`config.mk`:
```
export PLATFORM = sky130hd
export DESIGN_NAME = ahb_arbiter_n
export DESIGN_NICKNAME = d
export VERILOG_FILES = /design/src/rtl/ahb_pkg.sv /design/src/rtl/ahb_rr_pick.sv /design/src/rtl/ahb_arbiter_n.sv
export SDC_FILE = /design/constraint.sdc
export NUM_CORES = 1
export LEC_CHECK = 0
export ABC_AREA = 1
export CORE_ASPECT_RATIO = 1.5
export CORE_UTILIZATION = 58
export DETAILED_ROUTE_END_ITERATION = 7
export HOLD_SLACK_MARGIN = 0.02
export PLACE_DENSITY_LB_ADDON = 0.2
export SLEW_MARGIN = 20
export SYNTH_ARGS = -nofsm -noshare
export SYNTH_HDL_FRONTEND = slang
export SYNTH_SLANG_ARGS = --single-unit
```
`constraint.sdc`:
```
create_clock -name clk_i -period 4.85 [get_ports clk_i]
set_input_delay 1.455 -clock clk_i [delete_from_list [all_inputs] [get_ports clk_i]]
set_output_delay 1.455 -clock clk_i [all_outputs]
set_load 0.01 [all_outputs]
```
`src/rtl/ahb_pkg.sv`:
```
// Shared AHB definitions for the bus arbiter: transfer types, width constants
// and the one-hot to index helper.
package ahb_pkg;

  typedef enum logic [1:0] {
    IDLE   = 2'b00,
    BUSY   = 2'b01,
    NONSEQ = 2'b10,
    SEQ    = 2'b11
  } htrans_t;

  localparam int HTRANS_W     = 2;
  localparam int MAX_MASTERS  = 16;
  localparam int MASTER_IDX_W = 4;

  // OR-ing the set positions is exact for a one-hot input and needs no priority chain.
  function automatic logic [MASTER_IDX_W-1:0] onehot_to_idx(input logic [MAX_MASTERS-1:0] oh);
    logic [MASTER_IDX_W-1:0] idx;
    idx = '0;
    for (int i = 0; i < MAX_MASTERS; i++) begin
      if (oh[i]) idx = idx | MASTER_IDX_W'(i);
    end
    return idx;
  endfunction

endpackage

```
`src/rtl/ahb_rr_pick.sv`:
```
// Combinational rotating-priority picker: first requester after start_i (with wrap),
// skipping masters in excl_i. A start of N-1 gives plain lowest-index priority.
module ahb_rr_pick #(
  parameter int N  = 4,
  parameter int IW = (N > 1) ? $clog2(N) : 1
) (
  input  logic [N-1:0]  req_i,
  input  logic [IW-1:0] start_i,
  input  logic [N-1:0]  excl_i,
  output logic [N-1:0]  gnt_o,
  output logic [IW-1:0] idx_o,
  output logic          valid_o
);

  logic [N-1:0]  cand;
  logic [IW-1:0] pos;

  assign cand = req_i & ~excl_i;

  always_comb begin
    gnt_o   = '0;
    idx_o   = '0;
    valid_o = 1'b0;
    pos     = '0;
    for (int k = 1; k <= N; k++) begin
      pos = IW'((int'(start_i) + k) % N);
      if (!valid_o && cand[pos]) begin
        valid_o    = 1'b1;
        gnt_o[pos] = 1'b1;
        idx_o      = pos;
      end
    end
  end

endmodule

```
`src/rtl/ahb_arbiter_n.sv`:
```
// N-master AHB arbiter: registered one-hot grant, round-robin or fixed priority,
// bounded tenure and idle parking. Locked tenures are compiled in with AHB_ARB_LOCK_EN.
module ahb_arbiter_n
  import ahb_pkg::*;
#(
  parameter int N_MASTERS  = 4,
  parameter bit RR_MODE    = 1'b1,
  parameter int DEF_MASTER = 0,
  parameter int MAX_HOLD   = 16
) (
  input  logic                         clk_i,
  input  logic                         rstn_i,
  input  logic [N_MASTERS-1:0]         hbusreq_i,
  input  logic [N_MASTERS-1:0]         hlock_i,
  input  logic [HTRANS_W-1:0]          htrans_i,
  input  logic                         hready_i,
  output logic [N_MASTERS-1:0]         hgrant_o,
  output logic [$clog2(N_MASTERS)-1:0] hmaster_o,
  output logic                         hmastlock_o
);

  localparam int MW = $clog2(N_MASTERS);
  localparam int HW = (MAX_HOLD > 0) ? $clog2(MAX_HOLD + 1) : 1;
  localparam logic [N_MASTERS-1:0] DEF_OH      = N_MASTERS'(1) << DEF_MASTER;
  localparam logic [MW-1:0]        DEF_IDX     = MW'(DEF_MASTER);
  localparam logic [MW-1:0]        FIXED_START = MW'(N_MASTERS - 1);
  localparam logic [HW-1:0]        HOLD_MAX    = HW'(MAX_HOLD);

  logic [N_MASTERS-1:0] grant_q, grant_d, pickGnt;
  logic [MW-1:0]        hmaster_q, ptr_q, ptr_d, owner, pickIdx, pickStart;
  logic [HW-1:0]        hold_q, hold_d;
  logic                 pickValid, ownerReq, holdDone, keepLock, beat;

  assign owner     = MW'(onehot_to_idx(MAX_MASTERS'(grant_q)));
  assign ownerReq  = |(hbusreq_i & grant_q);
  assign holdDone  = (MAX_HOLD != 0) && (hold_q == HOLD_MAX);
  assign beat      = htrans_t'(htrans_i) inside {NONSEQ, SEQ};
  assign pickStart = RR_MODE ? ptr_q : FIXED_START;

  // The current owner is always excluded: the picker is only consulted when it must yield.
  ahb_rr_pick #(
    .N  (N_MASTERS),
    .IW (MW)
  ) uPick (
    .req_i   (hbusreq_i),
    .start_i (pickStart),
    .excl_i  (grant_q),
    .gnt_o   (pickGnt),
    .idx_o   (pickIdx),
    .valid_o (pickValid)
  );

  always_comb begin
    grant_d = grant_q;
    ptr_d   = ptr_q;
    if (!keepLock && !(ownerReq && !holdDone)) begin
      if (pickValid) begin
        grant_d = pickGnt;
        ptr_d   = pickIdx;
      end else if (!ownerReq && (grant_q != DEF_OH)) begin
        grant_d = DEF_OH;
        ptr_d   = DEF_IDX;
      end
    end
    hold_d = hold_q;
    if (grant_d != grant_q) begin
      hold_d = '0;
    end else if (beat && (hold_q != HOLD_MAX)) begin
      hold_d = hold_q + 1'b1;
    end
  end

  always_ff @(posedge clk_i or negedge rstn_i) begin
    if (!rstn_i) begin
      grant_q   <= DEF_OH;
      hmaster_q <= DEF_IDX;
      ptr_q     <= DEF_IDX;
      hold_q    <= '0;
    end else if (hready_i) begin
      grant_q   <= grant_d;
      hmaster_q <= owner;
      ptr_q     <= ptr_d;
      hold_q    <= hold_d;
    end
  end

`ifdef AHB_ARB_LOCK_EN
  logic locked_q, hmastlock_q;

  // A locked owner that keeps requesting with hlock set is never pre-empted.
  assign keepLock = locked_q && |(hbusreq_i & hlock_i & grant_q);

  always_ff @(posedge clk_i or negedge rstn_i) begin
    if (!rstn_i) begin
      locked_q    <= 1'b0;
      hmastlock_q <= 1'b0;
    end else if (hready_i) begin
      locked_q    <= |(hbusreq_i & hlock_i & grant_d);
      hmastlock_q <= locked_q;
    end
  end

  assign hmastlock_o = hmastlock_q;
`else
  logic unusedLock;

  assign unusedLock  = ^hlock_i;
  assign keepLock    = 1'b0;
  assign hmastlock_o = 1'b0;
`endif

  assign hgrant_o  = grant_q;
  assign hmaster_o = hmaster_q;

endmodule

```
==> results of run 1 <==
-- power by group --
| group | switching [mW] | leakage, nW | total [mW] | internal [mW] |
|---|---|---|---|---|
| sequential | 0.0563 | 0.169 | 0.201 | 0.145 |
| clock | 0.0366 | 0.0150 | 0.0685 | 0.0319 |
| combinational | 0.469 | 0.544 | 0.727 | 0.258 |
-- cell usage after synthesis (4+ instances only) --
cell type  instances
nand2_2            4
nand3_2            8
xor2_1             4
dfrtp_1           12
nor2_1            14
o22ai_1            4
o21ai_0            6
nand3_1           17
ha_1              10
nand2_1           49
inv_1             14
inv_2              8
a21oi_2            4
-- state kept, by name, summed over array words and instances (netlist names) --
register,count
hmaster_o,2
hold_q,5
pickStart,2
hgrant_o,4
-- cell families after synthesis --
logic type / Yosys count / share of synthesized area
simple gates: 103 / 0.415
fa+ha+maj: 10 / 0.0957
other cells: 1 / 0.00287
buf+inv: 26 / 0.0900
flops: 13 / 0.250
compound gates: 22 / 0.120
xor+xnor: 4 / 0.0268
-- how the worst max path moves through the flow --
stage / from / endpoint / slack (ns)
after floorplan: hbusreq_i[2] / hold_q[1]$_DFFE_PN0P_ / 2.15
final: hbusreq_i[3] / hold_q[1]$_DFFE_PN0P_ / 1.65
after global placement: hbusreq_i[1] / hold_q[1]$_DFFE_PN0P_ / 1.43
after global routing: hbusreq_i[3] / hold_q[1]$_DFFE_PN0P_ / 1.50
after CTS: hbusreq_i[3] / hold_q[1]$_DFFE_PN0P_ / 1.68
after detailed placement: hbusreq_i[3] / hold_q[1]$_DFFE_PN0P_ / 1.40
-- critical path, stage by stage --
cell and delay, ns:
clkdlybuf4s50_1 0.55, nand3_2 0.15, nand2_1 0.12, nand2_1 0.06, nand2_1 0.13, nand3_1 0.08
nand2_1 0.09, nor2_1 0.05, nand2_1 0.09, nand2_1 0.08, nand3_1 0.09, nand2_2 0.07
nor2_4 0.14, nand2_4 0.09, nand2_2 0.06, nand2_1 0.05, nand2_1 0.05
-- metal layers --
layer,vias up,part of all wire
met1,536,0.40
met5,-,0
met3,5,0.029
met4,0,0.018
met2,35,0.56
li1,617,-
-- layout make-up --
class | count | share of cell area
inverters | 23 | 0.0623
clock buffers | 4 | 0.0179
repair buffers | 13 | 0.0888
multi-input cells | 140 | 0.589
flip-flops and latches | 13 | 0.223
well taps | 22 | 0.0188
-- metrics by stage --
stage / power, mW / area, sq um
floorplan: 0.768 / 1310
global placement: 0.904 / 1440
detailed placement: 0.922 / 1440
CTS: 0.992 / 1470
global route: 1.08 / 1470
finish: 0.997 / 1470
==> results.sh, run 1 <==
export IMPL_ys_ff_latch=13
export IMPL_yosys_top_cells_area="dfrtp_1, nand2_1, ha_1"
export IMPL_final_setup_tns_ns=0
export IMPL_async_reset_ff_frac=1.00
export IMPL_cp_max_fo=5
export IMPL_dp_cells=211
export IMPL_seq_area_frac_synth=0.250
export IMPL_netlist_area_leader_share=0.230
export IMPL_die_h_um=60.2
export IMPL_ir_drop_v=0.000446
export IMPL_tightest_slew_ns=0.593
export IMPL_leakagePower_nw=0.728
export IMPL_synth_cell_area_sq_mm=0.00131
export IMPL_drt_total_wl_mm=2.82
export IMPL_cp_arrival_ns=3.41
export IMPL_cts_sinks=13
export IMPL_mostFrequentLayoutCells="nand2_1, nand3_1, inv_1, nor2_1, clkdlybuf4s50_1"
export IMPL_skew_ns=0.00916
export IMPL_drive_gt1_frac=0.207
export IMPL_synthesis_nets=202
export IMPL_grt_pass1_vias=1089
export IMPL_gr_usage_met3=0.0149
export IMPL_htree_levels=1
export IMPL_met1_usage=0.295
export IMPL_criticalPathCategory="input port to flip-flop"
export IMPL_nNetsFinal=217
export IMPL_ys_types=29
export IMPL_seq_area_sq_um=327
export IMPL_grt_pass1_wl_mm=4.55
export IMPL_ioPinCount=20
export IMPL_path_clk_slew_ns=0.07
export IMPL_setup_slack_ns=1.65
export IMPL_areaGrowthSynthToFinish_pct=12.1
export IMPL_holdCritStartpoint="hmaster_o[1]$_DFFE_PN0P_"
export IMPL_die_area_sq_mm=0.00245
export IMPL_wire_per_inst_um=13.1
export IMPL_synth_area_leader_cell="dfrtp_1"
export IMPL_core_area_sq_mm=0.00208
export IMPL_fin_util=0.705
export IMPL_syn_inst=179
export IMPL_root_buffer="clkbuf_4"
export IMPL_route_detailed_drc=0
export IMPL_place_gp_congestion=0.897
export IMPL_outcome="finished clean"
export IMPL_min_period_ns=3.20
export IMPL_clkLatencyLatePin_ns=0.28
export IMPL_syn_avg_cell_area_sq_um=7.30
export IMPL_synth_edf_count=0
export IMPL_port_buffers=13
export IMPL_holdPathEnd="hmaster_o[1]$_DFFE_PN0P_"
export IMPL_rsz0062_at_grt="false"
export IMPL_clock_path_buffers=2
export IMPL_hp_class="flip-flop to flip-flop"
export IMPL_hold_ws_ns=0.494
export IMPL_ant_nets=0
export IMPL_mostFrequentLayoutCell="nand2_1"
export IMPL_cp_required_ns=5.07
export IMPL_synth_ff_type="dfrtp_1"
export IMPL_die_w_um=40.8
export IMPL_timing_rr_start="pickStart[0]$_DFFE_PN0P_"
export IMPL_overflow=0
export IMPL_clock_fmax_ghz=0.313
export IMPL_drt_iter0_drc=50
export IMPL_num_vias=1193
export IMPL_grt_start_max_net_pins=14
export IMPL_dr_pass1_iters=4
export IMPL_reg2reg_to="hold_q[1]$_DFFE_PN0P_"
export IMPL_fillers=165
export IMPL_cts_tree="yes"
export IMPL_place_ws_ns=1.40
export IMPL_end_kind="flip-flop"
export IMPL_track_usage=0.269
export IMPL_max_slew_margin_rel=0.604
export IMPL_initial_core_util=0.630
export IMPL_ctsResizeCount=0
export IMPL_busiest_layer="met2"
export IMPL_fin_cells=215
export IMPL_finalCritPeriodShare=0.659
export IMPL_hpwl_mm=2.28
export IMPL_hold_viol=0
export IMPL_report_final_setup_viol=0
export IMPL_cts_hold_buffers=0
export IMPL_multi_input_area_sq_um=863
export IMPL_min_delay_path_depth=2
export IMPL_reg2reg_slack_ns=2.25
export IMPL_power_density_mw_per_mm2=680
export IMPL_rows=20
export IMPL_maxCapViolations=0
export IMPL_drv_slew=0
export IMPL_reg2regPathDepth=18
export IMPL_diodes=0
export IMPL_antenna_found_initial=0
export IMPL_startpoint_type="input port"
export IMPL_synth_warnings=0
export IMPL_postCtsSetupBuffers=0
export IMPL_via_per_inst=5.55
export IMPL_met2_usage=0.492
export IMPL_cts_inserted_buffers=3
(Power assumes the default switching activity.)
==> run 2: changes to the inputs <==
--- a/config.mk
+++ b/config.mk
@@ -7,7 +7,7 @@
 export LEC_CHECK = 0
 export ABC_AREA = 1
 export CORE_ASPECT_RATIO = 1.5
-export CORE_UTILIZATION = 58
+export CORE_UTILIZATION = 54
 export DETAILED_ROUTE_END_ITERATION = 7
 export HOLD_SLACK_MARGIN = 0.02
 export PLACE_DENSITY_LB_ADDON = 0.2
==> constraint.sdc (replaced) <==
create_clock -name clk_i -period 3.3 [get_ports clk_i]
set_input_delay 0.99 -clock clk_i [delete_from_list [all_inputs] [get_ports clk_i]]
set_output_delay 0.99 -clock clk_i [all_outputs]
set_load 0.01 [all_outputs]
==> run 2 against run 1 <==
Effect of this change:
- sequential share of layout area is 0.13 points lower
- largest cell class unchanged
- critical endpoint unchanged
- register-to-register slack got worse by 1.5 ns
- clock-buffer cell count unchanged
- utilization fell by 5.3 points
- clock skew is 0.0061 ns lower
- largest power group unchanged
- global-route usage is 1.2 points lower
- sequential cell count unchanged
- combinational power up 53%
- cell area grew 0.60%
- die area grew 7.1%
- power rose by 49%
==> results.sh, run 2 (same netlist as run 1, synthesis figures left out) <==
export IMPL_top_register="hold_q"
export IMPL_core_area_sq_mm=0.00226
export IMPL_postCtsSetupBuffers=0
export IMPL_dp_cells=213
export IMPL_max_slew_margin_rel=0.611
export IMPL_place_ws_ns=0.272
export IMPL_path_clk_slew_ns=0.08
export IMPL_min_period_ns=2.77
export IMPL_met2_usage=0.504
export IMPL_startpoint_type="input port"
export IMPL_cts_sinks=13
export IMPL_wire_per_inst_um=13.7
export IMPL_fin_cells=217
export IMPL_port_buffers=13
export IMPL_met1_usage=0.244
export IMPL_root_buffer="clkbuf_4"
export IMPL_rsz0062_at_grt="false"
export IMPL_ctsResizeCount=0
export IMPL_ioPinCount=20
export IMPL_htree_levels=1
export IMPL_fin_util=0.652
export IMPL_setup_slack_ns=0.527
export IMPL_cts_inserted_buffers=3
export IMPL_tightest_slew_ns=0.581
export IMPL_ant_nets=0
export IMPL_clock_path_buffers=2
export IMPL_busiest_layer="met2"
export IMPL_die_w_um=42.2
export IMPL_grt_start_max_net_pins=14
export IMPL_cp_arrival_ns=2.95
export IMPL_die_area_sq_mm=0.00263
export IMPL_rows=21
export IMPL_cts_hold_buffers=0
export IMPL_dr_pass1_iters=4
export IMPL_skew_ns=0.00311
export IMPL_die_h_um=62.3
export IMPL_gr_usage_met3=0.0174
export IMPL_hold_viol=0
export IMPL_end_kind="flip-flop"
export IMPL_power_density_mw_per_mm2=1010
export IMPL_hold_ws_ns=0.513
export IMPL_overflow=0
export IMPL_via_per_inst=5.69
export IMPL_place_gp_congestion=0.949
export IMPL_maxCapViolations=0
export IMPL_num_vias=1234
export IMPL_cts_tree="yes"
export IMPL_finalPower_mw=1.49
export IMPL_nNetsFinal=218
export IMPL_areaGrowthSynthToFinish_pct=12.7
export IMPL_hpwl_mm=2.45
export IMPL_final_setup_tns_ns=0
export IMPL_report_final_setup_viol=0
export IMPL_cp_required_ns=3.48
export IMPL_ir_drop_v=0.000596
export IMPL_antenna_found_initial=0
export IMPL_route_detailed_drc=0
export IMPL_drt_iter0_drc=62
export IMPL_mostFrequentLayoutCell="nand2_1"
export IMPL_clock_fmax_ghz=0.361
export IMPL_drt_total_wl_mm=2.96
export IMPL_diodes=0
export IMPL_outcome="finished clean"
export IMPL_placed_cell_area_sq_mm=0.00145
export IMPL_fillers=221
export IMPL_mostFrequentLayoutCells="nand2_1, nand3_1, inv_1, nor2_1, clkdlybuf4s50_1"
export IMPL_hp_class="flip-flop to flip-flop"
export IMPL_cp_max_fo=5
export IMPL_clkLatencyLatePin_ns=0.28
export IMPL_finalCritPeriodShare=0.840
export IMPL_leakagePower_nw=0.733
export IMPL_grt_pass1_wl_mm=5.29
export IMPL_criticalPathCategory="input port to flip-flop"
export IMPL_grt_pass1_vias=1230
export IMPL_drv_slew=0
export IMPL_track_usage=0.257
export IMPL_fin_area_sq_mm=0.00147
export IMPL_largest_reg_flops=5
export IMPL_drive_gt1_frac=0.211
export IMPL_initial_core_util=0.579
-- run 2: cell count changes in the layout (fill, tap and decap cells not counted) --
cell / previous run / this run
buf_4: 0 / 1
-- run 2: path summary, 6_finish.rpt --
kind,to,cells past startpoint,slack [ns],startpoint
worst max register to register,hold_q[1]$_DFFE_PN0P_,18,0.79,pickStart[1]$_DFFE_PN0P_
worst min register to register,hmaster_o[1]$_DFFE_PN0P_,2,0.51,hmaster_o[1]$_DFFE_PN0P_
max in group asynchronous,hold_q[2]$_DFFE_PN0P_,1,1.84,rstn_i
min in group asynchronous,hold_q[4]$_DFFE_PN0P_,1,1.08,rstn_i
worst max-delay path,hold_q[1]$_DFFE_PN0P_,16,0.53,hbusreq_i[1]
worst min-delay path,hmaster_o[1]$_DFFE_PN0P_,2,0.51,hmaster_o[1]$_DFFE_PN0P_
-- run 2: layout make-up --
| cell class | count | area, sq um | share of cell area |
|---|---|---|---|
| clock buffer | 4 | 26.3 | 0.0178 |
| inverter | 23 | 91.3 | 0.0620 |
| multi-input combinational | 140 | 863 | 0.586 |
| sequential | 13 | 327 | 0.222 |
| tap | 23 | 28.8 | 0.0195 |
| timing repair buffer | 14 | 138 | 0.0934 |
-- run 2: layer usage --
layer  routed length [um]  part of all wire  vias to the layer above
li1                     -                 -                      614
met1                 1130              0.38                      570
met2                 1670              0.56                       39
met3                   61             0.021                       11
met4                  110             0.037                        0
met5                    0                 0                        -
-- run 2: power breakdown --
part	total, mW	switching, mW	leakage [nW]	internal (mW)
logic	1.11	0.719	0.549	0.387
registers	0.281	0.0675	0.169	0.213
clock network	0.0989	0.0519	0.0150	0.0469
-- run 2: critical path, stage by stage --
cell and delay, ns:
clkdlybuf4s50_1 0.53, nand3_1 0.14, nand2_1 0.14, nand2_1 0.06
nand2_1 0.15, nand2_1 0.10, nor2_1 0.13, nor2_1 0.08
nand3_2 0.08, a21oi_2 0.05, nor2_1 0.18, nor2_4 0.06
nand2_4 0.10, nand2_2 0.05, nand2_1 0.07, nand2_1 0.04
